### config.mk
export PLATFORM = sky130hd
export DESIGN_NAME = lv_owt_req_arb
export DESIGN_NICKNAME = d
export VERILOG_FILES = /design/src/rtl/lv_pkg.sv /design/src/rtl/lv_rr_arb2.sv /design/src/rtl/lv_owt_req_arb.sv
export SDC_FILE = /design/constraint.sdc
export NUM_CORES = 1
export LEC_CHECK = 0
export CAP_MARGIN = 0
export CORE_MARGIN = 5
export CORE_UTILIZATION = 45
export DETAILED_ROUTE_END_ITERATION = 6
export GPL_ROUTABILITY_DRIVEN = 0
export PLACE_DENSITY_LB_ADDON = 0.1
export REMOVE_ABC_BUFFERS = 1
export SLEW_MARGIN = 40
export SYNTH_ARGS = -nofsm -noshare
export SYNTH_HDL_FRONTEND = slang
export SYNTH_SLANG_ARGS = --single-unit
### constraint.sdc
create_clock -name i_clk -period 2.2 [get_ports i_clk]
set_input_delay 0.44 -clock i_clk [delete_from_list [all_inputs] [get_ports i_clk]]
set_output_delay 0.44 -clock i_clk [all_outputs]
set_load 0.02 [all_outputs]
### src/rtl/lv_pkg.sv
// Shared one-wire-transaction types and constants: arbiter FSM states,
// ADC poll command and default timing/retry limits.
package lv_pkg;

    typedef enum logic [2:0] {
        ST_IDLE    = 3'd0,
        ST_ARB     = 3'd1,
        ST_TX      = 3'd2,
        ST_WAIT_RX = 3'd3,
        ST_RESP    = 3'd4
    } lv_owt_arb_st_e;

    // Read of register 0x1F: the ADC result register.
    localparam logic [7:0] ADC_POLL_CMD = 8'h1F;

    localparam int OWT_TMO_CYC_DEF   = 255;
    localparam int OWT_RETRY_MAX_DEF = 2;

    // Requester indices shared by the arbiter and the request mux.
    localparam logic RR_SPI = 1'b0;
    localparam logic RR_ADC = 1'b1;

endpackage

### src/rtl/lv_rr_arb2.sv
// Two-requester round-robin arbiter: the requester not served last wins a tie;
// the last-served pointer moves only when i_upd_en is high.
module lv_rr_arb2
    import lv_pkg::*;
(
    input  logic       i_clk,
    input  logic       i_rst_n,
    input  logic [1:0] i_req,
    input  logic       i_upd_en,
    input  logic       i_upd_idx,
    output logic       o_gnt_vld,
    output logic       o_gnt_idx
);

    logic last_q;

    // NOTE: non-blocking assignment so every register samples pre-edge values.
    always_ff @(posedge i_clk or negedge i_rst_n) begin
        if (!i_rst_n) begin
            last_q <= RR_ADC;
        end else if (i_upd_en) begin
            last_q <= i_upd_idx;
        end
    end

    assign o_gnt_vld = |i_req;
    assign o_gnt_idx = (&i_req) ? ~last_q : i_req[1];

endmodule

### src/rtl/lv_owt_req_arb.sv
// Arbitrates SPI and ADC-poll requests onto one one-wire TX/RX channel.
// Define LV_OWT_RETRY_EN to resend a failed frame up to OWT_RETRY_MAX times.
module lv_owt_req_arb
    import lv_pkg::*;
#(
    parameter int OWT_CMD_BIT_NUM  = 8,
    parameter int OWT_DATA_BIT_NUM = 8,
    parameter int OWT_ADCD_BIT_NUM = 10,
    parameter int OWT_TMO_CYC      = OWT_TMO_CYC_DEF,
    parameter int OWT_RETRY_MAX    = OWT_RETRY_MAX_DEF
) (
    input  logic                        i_clk,
    input  logic                        i_rst_n,
    input  logic                        i_spi_req,
    input  logic [OWT_CMD_BIT_NUM-1:0]  i_spi_cmd,
    input  logic [OWT_DATA_BIT_NUM-1:0] i_spi_wdata,
    output logic                        o_spi_done,
    output logic [OWT_DATA_BIT_NUM-1:0] o_spi_rdata,
    output logic                        o_spi_err,
    input  logic                        i_adc_req,
    output logic                        o_adc_done,
    output logic [OWT_ADCD_BIT_NUM-1:0] o_adc_data,
    output logic                        o_adc_err,
    output logic                        o_owt_tx_req,
    output logic [OWT_CMD_BIT_NUM-1:0]  o_owt_tx_cmd,
    output logic [OWT_ADCD_BIT_NUM-1:0] o_owt_tx_data,
    input  logic                        i_owt_tx_done,
    input  logic                        i_owt_rx_ack,
    input  logic                        i_owt_rx_status,
    input  logic [OWT_CMD_BIT_NUM-1:0]  i_owt_rx_cmd,
    input  logic [OWT_ADCD_BIT_NUM-1:0] i_owt_rx_data
);

    localparam logic [7:0] TMO_LAST = 8'(OWT_TMO_CYC - 1);

    lv_owt_arb_st_e state_q, state_d;

    logic [OWT_CMD_BIT_NUM-1:0]  cmd_q;
    logic [OWT_ADCD_BIT_NUM-1:0] data_q;
    logic                        gnt_q;
    logic [7:0]                  tmo_q;
    logic                        gnt_vld, gnt_idx;
    logic                        rx_hit, rx_ok, tmo_hit, att_fail, resp_load;

`ifdef LV_OWT_RETRY_EN
    localparam logic [1:0] RETRY_MAX_W = 2'(OWT_RETRY_MAX);
    logic [1:0] retry_q;
    logic       retry_go;
`endif

    lv_rr_arb2 u_rr_arb2 (
        .i_clk     (i_clk),
        .i_rst_n   (i_rst_n),
        .i_req     ({i_adc_req, i_spi_req}),
        .i_upd_en  (state_q == ST_RESP),
        .i_upd_idx (gnt_q),
        .o_gnt_vld (gnt_vld),
        .o_gnt_idx (gnt_idx)
    );

    // A valid ack always wins over a timeout landing in the same cycle.
    assign rx_hit   = (state_q == ST_WAIT_RX) && i_owt_rx_ack;
    assign rx_ok    = rx_hit && !i_owt_rx_status && (i_owt_rx_cmd == cmd_q);
    assign tmo_hit  = (state_q == ST_WAIT_RX) && (tmo_q == TMO_LAST);
    assign att_fail = (rx_hit && !rx_ok) || (!rx_hit && tmo_hit);
`ifdef LV_OWT_RETRY_EN
    assign retry_go = att_fail && (retry_q < RETRY_MAX_W);
`endif

    always_ff @(posedge i_clk or negedge i_rst_n) begin
        if (!i_rst_n) state_q <= ST_IDLE;
        else          state_q <= state_d;
    end

    // NOTE: state_d gets a default first so no path leaves it unassigned (no latch).
    always_comb begin
        state_d = state_q;
        unique case (state_q)
            ST_IDLE:    if ((i_spi_req || i_adc_req) && !o_spi_done && !o_adc_done)
                            state_d = ST_ARB;
            ST_ARB:     state_d = gnt_vld ? ST_TX : ST_IDLE;
            ST_TX:      if (i_owt_tx_done) state_d = ST_WAIT_RX;
            ST_WAIT_RX: begin
                if (rx_ok) begin
                    state_d = ST_RESP;
                end else if (att_fail) begin
`ifdef LV_OWT_RETRY_EN
                    state_d = retry_go ? ST_TX : ST_RESP;
`else
                    state_d = ST_RESP;
`endif
                end
            end
            ST_RESP:    state_d = ST_IDLE;
            default:    state_d = ST_IDLE;
        endcase
    end

    assign resp_load = (state_q == ST_WAIT_RX) && (state_d == ST_RESP);

    always_ff @(posedge i_clk or negedge i_rst_n) begin
        if (!i_rst_n) begin
            cmd_q       <= '0;
            data_q      <= '0;
            gnt_q       <= RR_SPI;
            tmo_q       <= '0;
            o_spi_done  <= 1'b0;
            o_spi_rdata <= '0;
            o_spi_err   <= 1'b0;
            o_adc_done  <= 1'b0;
            o_adc_data  <= '0;
            o_adc_err   <= 1'b0;
        end else begin
            o_spi_done <= 1'b0;
            o_adc_done <= 1'b0;

            if (state_q == ST_ARB && gnt_vld) begin
                gnt_q <= gnt_idx;
                if (gnt_idx == RR_ADC) begin
                    cmd_q  <= OWT_CMD_BIT_NUM'(ADC_POLL_CMD);
                    data_q <= '0;
                end else begin
                    cmd_q  <= i_spi_cmd;
                    data_q <= OWT_ADCD_BIT_NUM'(i_spi_wdata);
                end
            end

            if (state_q == ST_WAIT_RX) begin
                if (tmo_q != 8'hFF) tmo_q <= tmo_q + 8'd1;
            end else begin
                tmo_q <= '0;
            end

            // Failed attempts report zero data so stale RX bits never leak out.
            if (resp_load) begin
                if (gnt_q == RR_SPI) begin
                    o_spi_done  <= 1'b1;
                    o_spi_err   <= !rx_ok;
                    o_spi_rdata <= rx_ok ? i_owt_rx_data[OWT_DATA_BIT_NUM-1:0] : '0;
                end else begin
                    o_adc_done  <= 1'b1;
                    o_adc_err   <= !rx_ok;
                    o_adc_data  <= rx_ok ? i_owt_rx_data : '0;
                end
            end
        end
    end

`ifdef LV_OWT_RETRY_EN
    always_ff @(posedge i_clk or negedge i_rst_n) begin
        if (!i_rst_n) begin
            retry_q <= '0;
        end else if (state_q == ST_ARB) begin
            retry_q <= '0;
        end else if (retry_go) begin
            retry_q <= retry_q + 2'd1;
        end
    end
`endif

    assign o_owt_tx_req  = (state_q == ST_TX);
    assign o_owt_tx_cmd  = cmd_q;
    assign o_owt_tx_data = data_q;

endmodule

# After elaboration in Yosys (flattened, before gate mapping)
# Cells that the tools add are included.
# classes
n_reduce_logical,22
n_eq_ne,9
n_mux,17
n_bitwise,2
addsub,1
# op_table
operator,n
8-bit two-way mux,5
3-bit two-way mux,4
3-bit one-hot mux with 4 select lines,1
1-bit logical AND,10
10-bit two-way mux,1
"8-bit by 1-bit adder with 8-bit output, second input constant",1
8-bit equality test,1
"8-bit equality test, second input constant",1
"8-bit != test, second input constant",1
"3-bit by 2-bit equality test with 1-bit output, second input constant",2
"3-bit equality test, second input constant",2
2-bit AND reduction,3
1-bit logical NOT,5
1-bit two-way mux,5
"3-bit by 1-bit equality test with 1-bit output, second input constant",1
3-bit logical NOT,1
1-bit logical OR,2
2-bit two-way mux,1
"2-bit by 1-bit != test with 1-bit output, second input constant",1
1-bit inverter,2
2-bit OR reduction,1
# word_totals
input_bits,41
elab_cells,63
out_inout_bits,41
reg_bits,53

# Longest topological paths before layout
# logic_depth
depth_word,13
ltp_mapped,7
depth_no_buf,6

# By module
# From an unflattened synthesis, not the netlist that was laid out.
# unflattened
cells_unflattened,223
hier_area_um2,2423.6
# modules_own_cells
mod,cells_per_inst,instances,area_each_um2,seq_area_each_um2
lv_owt_req_arb,219,1,2368.5,1251.2
lv_rr_arb2,4,1,55.1,26.3

# Worst setup path after synthesis
# Ideal clock, no wire load.
# synth_timing
path_type,flip-flop to flip-flop
from,register tmo_q[4]
to,register o_spi_err
period_less_slack_ps,1647
setup_slack_ps,553
n_path_buf,1
stages_incl_launch_ff,7
setup_time_ps,127
arrival_time_ps,1520
required_time_ps,2073
cell_sequence,dfrtp_1 -> and4_4 -> a41oi_4 -> or2_1 -> buf_6 -> inv_2 -> mux2_1
# synth_between
elab_chain_len,10
# synth_rtl
element,line,rtl
from (decl),lv_owt_req_arb.sv:41,logic [7:0] tmo_q;
from (signal assigned),lv_owt_req_arb.sv:129,if (tmo_q != 8'hFF) tmo_q <= tmo_q + 8'd1;
8-bit equality test,lv_owt_req_arb.sv:64,assign tmo_hit = (state_q == ST_WAIT_RX) && (tmo_q == TMO_LAST);
1-bit logical AND,lv_owt_req_arb.sv:64,
1-bit logical AND,lv_owt_req_arb.sv:65,assign att_fail = (rx_hit && !rx_ok) || (!rx_hit && tmo_hit);
1-bit logical OR,lv_owt_req_arb.sv:65,
3-bit two-way mux,lv_owt_req_arb.sv:86,end else if (att_fail) begin
3-bit two-way mux,lv_owt_req_arb.sv:84,if (rx_ok) begin
3-bit one-hot mux with 4 select lines,lv_owt_req_arb.sv:78,unique case (state_q)
3-bit equality test,lv_owt_req_arb.sv:99,assign resp_load = (state_q == ST_WAIT_RX) && (state_d == ST_RESP);
1-bit logical AND,lv_owt_req_arb.sv:99,
2-bit AND reduction (no line),n/a,
to (signal assigned),lv_owt_req_arb.sv:138,o_spi_err <= !rx_ok;
to (decl),lv_owt_req_arb.sv:19,"output logic o_spi_err,"
# No other way between the ends.
# A chain may end at the register's enable or synchronous reset.

# Worst setup path in the final report
# layout_timing
from,register state_q[0]
to,output o_owt_tx_req
# layout_between
elab_chain_len,1
# layout_rtl
element,line,rtl
from (decl),lv_owt_req_arb.sv:36,"lv_owt_arb_st_e state_q, state_d;"
from (signal assigned),lv_owt_req_arb.sv:72,else state_q <= state_d;
3-bit by 2-bit equality test with 1-bit output,lv_owt_req_arb.sv:161,assign o_owt_tx_req = (state_q == ST_TX);
to (decl),lv_owt_req_arb.sv:24,"output logic o_owt_tx_req,"
# No other way between the ends.

==> metrics <==
initial drt markers=76; Ports=about 80; Area growth, synth to finish=43.9%; total gr overflow=0; CTS Buf Count=5; Final period util=95.4%; PwrDens=947 mW/mm²; Setup Skew=3.37 ps; Mapped Cells=between 200 and 250; leakage=0.00143 µW; critical-path maximum fanout=6; Final Power=approximately 3100 µW; Startpoint Class=flop; Post-CTS Setup Inserts=0; RSZ-0062 raised after global routing=false; Seq/Total Area, Yosys=55.4%; CTS clk-pin slew, worst paths=around 90 ps; outcome=completed; CP Class=reg -> out; placed cells=roughly 360; mean post-synth cell area=approximately 11 µm²; Synth top cells by count=dfrtp_1 (50), o21ai_0 (22), o31ai_1 (19); DRC viols=0; Post-Route WL=approximately 5600 µm; Detailed Routing Iterations Pass 1=4; Initial Util=about 46%; Final Hold Viols=0; Yosys reg bits=51; Synth async-reset ratio=100%; synth top area cells=dfrtp_1 (54%), o31ai_1 (6.2%), o21ai_0 (4.8%); VDD IR max=592 µV; Final min period=2100 ps; worst-skew pair later-pin latency=300 ps; Max Clock Freq=476 MHz; largest net degree at the start of global routing=27; final setup vio count=0; buffer depth of the longest clock path=2; WP data arrival=1660 ps; post-synth top area share=a little over half; Distinct cells, synth=45; synth warn=0; vias in the first global route=between 1.5k and 2k; Top FF cell, synth=dfrtp_1; CTS tree=yes; Max Cap Viol=0; antenna violations before repair=0; HPWL after DPL=between 4000 and 5000 µm; Final ANT Viol Nets=0; Via Count=around 1.9k; # nets final=335; largest area contributor in the netlist=dfrtp_1; overall global routing resource usage=between 15 and 20%; Die Span Y=a little over 80 µm; CTS Sinks=between 50 and 60; die width=just over 80 µm; Setup WS pre-CTS=42.3 ps; post-route insts no fill=around 360; final setup TNS=0 ps; Hold Path Class=in -> async; H-Tree Depth=2; wire per inst=15.3 µm; Placement Rows=26; Vias/cell=between 5 and 6; antenna fix cells=0; most instantiated library cell after synthesis=dfrtp_1; first-pass GRT wire length=8930 µm; core area=around 0.0050 mm²; port bufs=79; layout cell share with drive strength beyond 1=10.2%; crit end category=primary output; Post-synth EDFFs=0; final-report max-slew violation count=0; Final WS setup=between 100 and 150 ps; Die ar.=0.00665 mm²; Root Buffer=clkbuf_8; Cell Area, Synth=0.00230 mm²; worst-case reg-to-reg path depth=5; Worst EP required=1760 ps
## path summary, 6_finish.rpt
check / slack (ps) / to / startpoint
hold / removal: 40 / tmo_q[0]$_DFFE_PN0P_ / i_rst_n
hold reg to reg: 510 / o_adc_data[4]$_DFFE_PN0P_ / o_adc_data[4]$_DFFE_PN0P_
min in group i_clk: 510 / o_adc_data[4]$_DFFE_PN0P_ / o_adc_data[4]$_DFFE_PN0P_
max in group asynchronous: 1650 / o_owt_tx_cmd[2]$_DFFE_PN0P_ / i_rst_n
setup / recovery: 100 / o_owt_tx_req / state_q[0]$_DFF_PN0_
setup reg to reg: 400 / o_spi_rdata[1]$_DFFE_PN0P_ / tmo_q[4]$_DFFE_PN0P_
## placed cells by master, fill, tap and decap left out, types with 2 or more instances in the layout
cell | Yosys | layout
a21oi_1 | 4 | 4
a22o_1 | 11 | 11
a31oi_1 | 4 | 4
and3_1 | 2 | 2
buf_12 | 0 | 2
buf_4 | 2 | 10
clkbuf_8 | 2 | 6
clkdlybuf4s50_1 | 0 | 78
conb_1 | 1 | 2
dfrtp_1 | 50 | 50
ha_1 | 2 | 2
inv_1 | 15 | 15
mux2_2 | 2 | 2
nand2_1 | 7 | 7
nand2b_1 | 3 | 3
nand3_1 | 3 | 3
nand4_1 | 2 | 2
nor2_1 | 9 | 9
nor3_1 | 2 | 2
nor3b_1 | 4 | 3
nor4_1 | 2 | 2
o21a_1 | 2 | 2
o21ai_0 | 22 | 22
o22a_1 | 4 | 4
o31ai_1 | 19 | 19
or2_1 | 2 | 2
xor2_1 | 5 | 5
## state kept, by name (all words and copies together), names as in the netlist, 3 cells and up
name / count
o_spi_rdata: 8
o_owt_tx_data: 8
o_owt_tx_cmd: 8
state_q: 3
o_adc_data: 10
tmo_q: 8
## where the power goes
group	total, µW	switching, µW	internal [µW]
Sequential	1300	161	1140
Clock	657	289	368
Combinational	1180	576	605
Total	3140	1030	2110
## critical path, cell delays in order (launching register included)
cell	delay (ps)
dfrtp_1	440
nor3b_2	270
clkdlybuf4s50_1	650
## cells by family (layout without fill, tap and decap cells)
kind of cell,Yosys count,after routing,share of synthesized area (%)
and+or+nand+nor,43,43,10.5
xor gates and xnor gates,6,6,2.28
other,1,2,0.163
AOI/OAI and AO/OA,71,71,22.0
adders and majority gates,2,2,1.09
buffers and inverters,28,115,7.06
muxes,3,3,1.47
DFF,51,51,55.4
## through the flow
step / util, % / hold slack (ps) / cell area, µm²
floorplan: - / 144 / 2210
global placement: 63.3 / 363 / 3190
detailed placement: 63.3 / 363 / 3190
CTS: 65.8 / 29.1 / 3320
global route: 65.8 / 43.5 / 3320
finish: 65.8 / 37.2 / 3320
## layout make-up
cell class                      count  area, µm²
Timing Repair Buffer               91        901
Inverter                           16       60.1
Fill cell                         409       1730
Clock inverter                      2       35.0
Sequential cell                    51       1280
Multi-Input combinational cell    127        873
Clock buffer                        6       82.6
Tap cell                           70       87.6
## layer usage
layer | GRT usage [%] | part of all wire [%] | vias to the layer above
met1 | 22.7 | 43 | 903
li1 | - | - | 911
met5 | 0 | 0 | -
met3 | 5.48 | 6.9 | 6
met4 | 4.56 | 0.99 | 0
met2 | 28.3 | 49 | 60
## timing repair
| action | in CTS | in global routing |
|---|---|---|
| endpoints found under the setup margin | 1 | 0 |
| hold buffers | 0 | 0 |
| resized for setup | 1 | 0 |
No activity file was read; power rests on OpenSTA's default activity.
